===== config.mk =====
export PLATFORM = sky130hd
export DESIGN_NAME = scene_update_scheduler
export DESIGN_NICKNAME = d
export VERILOG_FILES = /design/src/rtl/scene_update_scheduler.sv
export SDC_FILE = /design/constraint.sdc
export NUM_CORES = 1
export LEC_CHECK = 0
export CAP_MARGIN = 25
export CORE_UTILIZATION = 57
export CTS_BUF_LIST = sky130_fd_sc_hd__clkbuf_2
export DETAILED_ROUTE_END_ITERATION = 12
export PLACE_DENSITY = 0.81
export SLEW_MARGIN = 20
export SYNTH_ARGS = -nofsm -noshare
export SYNTH_HDL_FRONTEND = slang
export SYNTH_SLANG_ARGS = --single-unit

===== constraint.sdc =====
create_clock -name CLK100MHZ -period 4.5 [get_ports CLK100MHZ]
set_input_delay 0.9 -clock CLK100MHZ [delete_from_list [all_inputs] [get_ports CLK100MHZ]]
set_output_delay 0.9 -clock CLK100MHZ [all_outputs]
set_load 0.02 [all_outputs]

===== src/rtl/scene_update_scheduler.sv =====
// scene_update_scheduler
//   Queues sphere descriptors from the SPI receiver and commits them to the
//   shared sphere register only at a safe point. A safe point is a line
//   boundary (or a frame boundary) with every worker idle, so no rendered line
//   ever mixes two scene states. The block commits at most one packet per
//   boundary, and packets commit strictly in arrival order.
//
// Ports
//   CLK100MHZ      system clock, rising edge
//   ck_rst         asynchronous active-high reset (deassertion synchronised here)
//   recv_dv        one-cycle strobe, recv_64bit valid
//   recv_64bit     packed sphere descriptor
//   line_start     level, VGA requesting next line
//   frame_start    level, vertical blank start
//   workers_busy   OR of all worker busy flags
//   sphere_out     committed sphere, feeds all workers
//   sphere_commit  one-cycle pulse, sphere_out just changed
//   recv_interrupt registered, high = MCU may send
//   pending        FIFO occupancy
//   overflow       sticky, a packet was dropped
module scene_update_scheduler #(
  parameter int          DEPTH           = 4,
  parameter bit          COMMIT_ON_FRAME = 1'b0,
  parameter logic [63:0] RESET_SPHERE    = 64'd0
) (
  input  logic                   CLK100MHZ,
  input  logic                   ck_rst,
  input  logic                   recv_dv,
  input  logic [63:0]            recv_64bit,
  input  logic                   line_start,
  input  logic                   frame_start,
  input  logic                   workers_busy,
  output logic [63:0]            sphere_out,
  output logic                   sphere_commit,
  output logic                   recv_interrupt,
  output logic [$clog2(DEPTH):0] pending,
  output logic                   overflow
);

  localparam int AW = $clog2(DEPTH);
  localparam int PW = AW + 1;
  localparam logic [PW-1:0] DEPTH_P = PW'(DEPTH);
  localparam logic [PW-1:0] HALF_P  = PW'(DEPTH / 2);

  typedef enum logic [1:0] {IDLE, WAIT_SAFE, COMMIT, HOLD} state_t;

  // Reset asserts immediately, releases two edges after ck_rst drops.
  logic [1:0] rst_sync_q, rst_sync_d;
  logic       rst;

  assign rst_sync_d = {rst_sync_q[0], 1'b0};

  always_ff @(posedge CLK100MHZ or posedge ck_rst) begin
    if (ck_rst) rst_sync_q <= 2'b11;
    else        rst_sync_q <= rst_sync_d;
  end

  assign rst = rst_sync_q[1];

  state_t          state_q, state_d;
  logic [63:0]     mem_q [DEPTH];
  logic [AW-1:0]   wr_ptr_q, wr_ptr_d, rd_ptr_q, rd_ptr_d;
  logic [PW-1:0]   pending_q, pending_d;
  logic [63:0]     sphere_out_q, sphere_out_d;
  logic            sphere_commit_q, sphere_commit_d;
  logic            recv_interrupt_q, recv_interrupt_d;
  logic            overflow_q, overflow_d;

  logic strobe, safe, full, push, pop;

  assign strobe = COMMIT_ON_FRAME ? frame_start : line_start;
  assign safe   = ~workers_busy & strobe;
  assign full   = (pending_q == DEPTH_P);
  // A pop on the same edge frees the slot, so a full FIFO still accepts.
  assign push   = recv_dv & (~full | pop);

  // FSM: state register
  always_ff @(posedge CLK100MHZ or posedge rst) begin
    if (rst) state_q <= IDLE;
    else     state_q <= state_d;
  end

  // FSM: next state
  always_comb begin
    state_d = state_q;
    case (state_q)
      IDLE:      if (pending_q != '0) state_d = WAIT_SAFE;
      WAIT_SAFE: if (safe)            state_d = COMMIT;
      COMMIT:                         state_d = HOLD;
      // Wait for the boundary strobe to drop: one commit per boundary.
      HOLD:      if (!strobe)         state_d = IDLE;
      default:                        state_d = IDLE;
    endcase
  end

  // FSM: outputs. The commit decision was taken on entering COMMIT, so a
  // late workers_busy does not cancel it.
  always_comb begin
    pop = (state_q == COMMIT);
  end

  // Datapath next-state
  always_comb begin
    wr_ptr_d        = wr_ptr_q;
    rd_ptr_d        = rd_ptr_q;
    pending_d       = pending_q;
    sphere_out_d    = sphere_out_q;
    sphere_commit_d = pop;
    overflow_d      = overflow_q | (recv_dv & ~push);
    if (push) wr_ptr_d = wr_ptr_q + AW'(1);
    if (pop) begin
      rd_ptr_d     = rd_ptr_q + AW'(1);
      sphere_out_d = mem_q[rd_ptr_q];
    end
    case ({push, pop})
      2'b10:   pending_d = pending_q + PW'(1);
      2'b01:   pending_d = pending_q - PW'(1);
      default: pending_d = pending_q;
    endcase
    recv_interrupt_d = (pending_d <= HALF_P) & ~overflow_d;
  end

  always_ff @(posedge CLK100MHZ or posedge rst) begin
    if (rst) begin
      wr_ptr_q         <= '0;
      rd_ptr_q         <= '0;
      pending_q        <= '0;
      sphere_out_q     <= RESET_SPHERE;
      sphere_commit_q  <= 1'b0;
      recv_interrupt_q <= 1'b1;
      overflow_q       <= 1'b0;
    end else begin
      wr_ptr_q         <= wr_ptr_d;
      rd_ptr_q         <= rd_ptr_d;
      pending_q        <= pending_d;
      sphere_out_q     <= sphere_out_d;
      sphere_commit_q  <= sphere_commit_d;
      recv_interrupt_q <= recv_interrupt_d;
      overflow_q       <= overflow_d;
    end
  end

  // Storage needs no reset; pointers and occupancy define validity.
  always_ff @(posedge CLK100MHZ) begin
    if (push) mem_q[wr_ptr_q] <= recv_64bit;
  end

  assign sphere_out     = sphere_out_q;
  assign sphere_commit  = sphere_commit_q;
  assign recv_interrupt = recv_interrupt_q;
  assign pending        = pending_q;
  assign overflow       = overflow_q;

endmodule


==> out/qor.yml <==
ir_drop_v: 0.0003920
drv_slew: 0
max_freq_mhz: 338.3
cp.depth: 1
synth_area_leaders: "edfxtp_1, dfrtp_1, mux4_2, mux2_2, ha_1"
cpPeakStageDelay_ns: 0.68
timing.hold.ws_ns: 0.2587
rsz0062_at_grt: "no"
wl_per_cell_um: 20.85
htree_levels: 3
worst_path_dominant_cell_family: "buffers and inverters"
cts_hold_buf: 0
core-area_sq_um: 21150
cts_tree: "done"
syn_inst: 547
dr.pass1.iters: 4
hold_viol: 0
fillCellCount: 1283
async_reset_ff_frac: 0.2335
initial_core_util: 0.5862
min_period_over_period: 0.6568
critPathSlowestCell: "clkdlybuf4s50_1"
drive_gt1_frac: 0.3528
maxCapViolCount: 0
overflow: 0
grt_max_degree: 79
postCtsSetupBuffers: 0
hp-class: "register to async pin"
grt_pass1_wl_mm: 35.98
r2r_end: "mem_q[0][61]$_DFFE_PP_"
p_leak_nw: 5.355
cts.sinks: 334
total_power_mw: 10.16
cts_resized: 0
wl_mm: 22.90
rr_startpoint: "state_q[0]$_DFFE_PP0P_"
ys_warn_count: 0
die_w_um: 149.5
p_per_area_nw_per_um2: 677.5
grt_pass1_vias: 6707
final.setup.tns_ns: 0
grt_antenna_before_repair: 1
synth_edf_count: 256
port_buffers: 138
critPathKind: "register to output pin"
slew_headroom: 0.5288
drtIter0Drc: 318
syn_nets: 626
netlist-cell-type-count: 35
nets: 836
startpoint: "pending[0]$_DFF_PP0_"
place_hpwl_mm: 13.50
yosysTopAreaCellShare: 0.6199
critical_path.endpoint_type: "output pin"
clock_latency_ns: 0.84
cp_max_fo: 11
synth_top_flop_cell: "edfxtp_1"
place_ws_ns: 0.9296
ys_seq_elements: 334
antenna_left: 0
synth_most_common_cell: "edfxtp_1"
io_pins: 140
r2r_setup_slack_ns: 1.95
required_ns: 3.60
vias: 6077
syn_to_final_growth_pct: 20.97
cts_buffers: 81
fin_ws_ns: 1.544
arrival_ns: 2.06
cp_num_buf_inv: 1
root_buffer: "clkbuf_2"
netlist_area_sq_um: 12400
netlist_top_cells_count: "edfxtp_1, dfrtp_1, mux2_2"
clk_pin_slew_ns: 0.10
period_needed_ns: 2.956
status: "finished clean"
core.rowCount: 53
die_h_um: 149.5
setup_viol: 0
grt_usage: 0.2198
ys_seq_area_frac: 0.7776
worst_pin_slew_ns: 0.7068
reg2reg_depth: 6
routed_via_density: 5.535
startpoint_type: "register"
gp_congestion: 0.7885
synth_top_area_cell: "edfxtp_1"
cts.path.max_buffers: 3
floorplan.die_area_sq_um: 22350
drc: 0
cp-endpoint: "pending[0]"
clock_skew_ns: 0.05222
syn_area_per_cell_sq_um: 22.67
crit_chain: "clkdlybuf4s50_1"
==> power by group <==
group | switching [mW] | leakage (nW) | internal [mW]
registers | 0.452 | 3.25 | 4.22
logic | 1.60 | 1.50 | 1.85
clock network | 1.14 | 0.603 | 0.902
total | 3.20 | 5.35 | 6.97
==> cell usage in the layout (no fill, tap or decap), drive strengths merged, types with 8 or more instances in the layout <==
| master | Yosys | layout |
|---|---|---|
| buf | 16 | 14 |
| mux4 | 64 | 64 |
| clkdlybuf4s50 | 0 | 138 |
| clkinv | 0 | 19 |
| mux2 | 67 | 67 |
| ha | 8 | 8 |
| edfxtp | 256 | 256 |
| clkbuf | 9 | 124 |
| inv | 8 | 10 |
| dfrtp | 75 | 75 |
==> kinds of logic (layout without fill, tap and decap cells) <==
group,after synthesis,in the layout,share of synthesized area
and+or+nand+nor,18,18,0.009080
DFF,334,334,0.7776
buffers and inverters,33,308,0.01382
xor gates and xnor gates,4,4,0.002826
AOI/OAI and AO/OA,17,17,0.009586
other,1,2,0.0003024
adders and majority gates,9,9,0.009687
muxes,131,131,0.1771
==> sequential cells by signal (all words and copies together) (netlist names) <==
name and count:
rd_ptr_q 2, wr_ptr_q 2, mem_q 256, overflow 1
rst_sync_q 2, recv_interrupt 1, sphere_out 64, pending 3
sphere_commit 1, state_q 2
==> how the worst min path moves through the flow <==
stage	startpoint	end	slack, ns	depth (start not counted)
finish	rst_sync_q[1]$_DFF_PP1_	rd_ptr_q[0]$_DFFE_PP0N_	0.26	1
global route	rst_sync_q[1]$_DFF_PP1_	rd_ptr_q[0]$_DFFE_PP0N_	0.31	1
CTS	rst_sync_q[0]$_DFF_PP1_	rst_sync_q[1]$_DFF_PP1_	0.37	0
detailed placement	rst_sync_q[0]$_DFF_PP1_	rst_sync_q[1]$_DFF_PP1_	0.35	0
global placement	rst_sync_q[0]$_DFF_PP1_	rst_sync_q[1]$_DFF_PP1_	0.35	0
floorplan	rst_sync_q[0]$_DFF_PP1_	rst_sync_q[1]$_DFF_PP1_	0.35	0
==> metrics by stage <==
step / utilization / cell area, sq um / cells
after floorplan: - / 12400 / 547
after global placement: 0.6687 / 14150 / 946
after detailed placement: 0.6687 / 14150 / 946
after CTS: 0.7062 / 14940 / 1094
after global routing: 0.7090 / 15000 / 1097
final: 0.7091 / 15000 / 1098
==> area by class of cell <==
class	count	area, sq um	area share
diodes	1	2.502	0.0001668
clock buffers	124	620.6	0.04137
clock inverters	24	171.4	0.01143
inverters	8	31.28	0.002085
multi-input cells	180	2609	0.1739
flip-flops and latches	334	9648	0.6432
well taps	275	344.1	0.02294
repair buffers	152	1574	0.1049
==> metal layers <==
layer	global-route usage	wire [um]	up-vias
li1	-	-	2690
met2	0.3567	11610	256
met3	0.05823	1769	34
met4	0.09031	403	0
met5	0	0	-
met1	0.2845	9117	3097
Note: power is estimated with default switching activity, not from simulation.
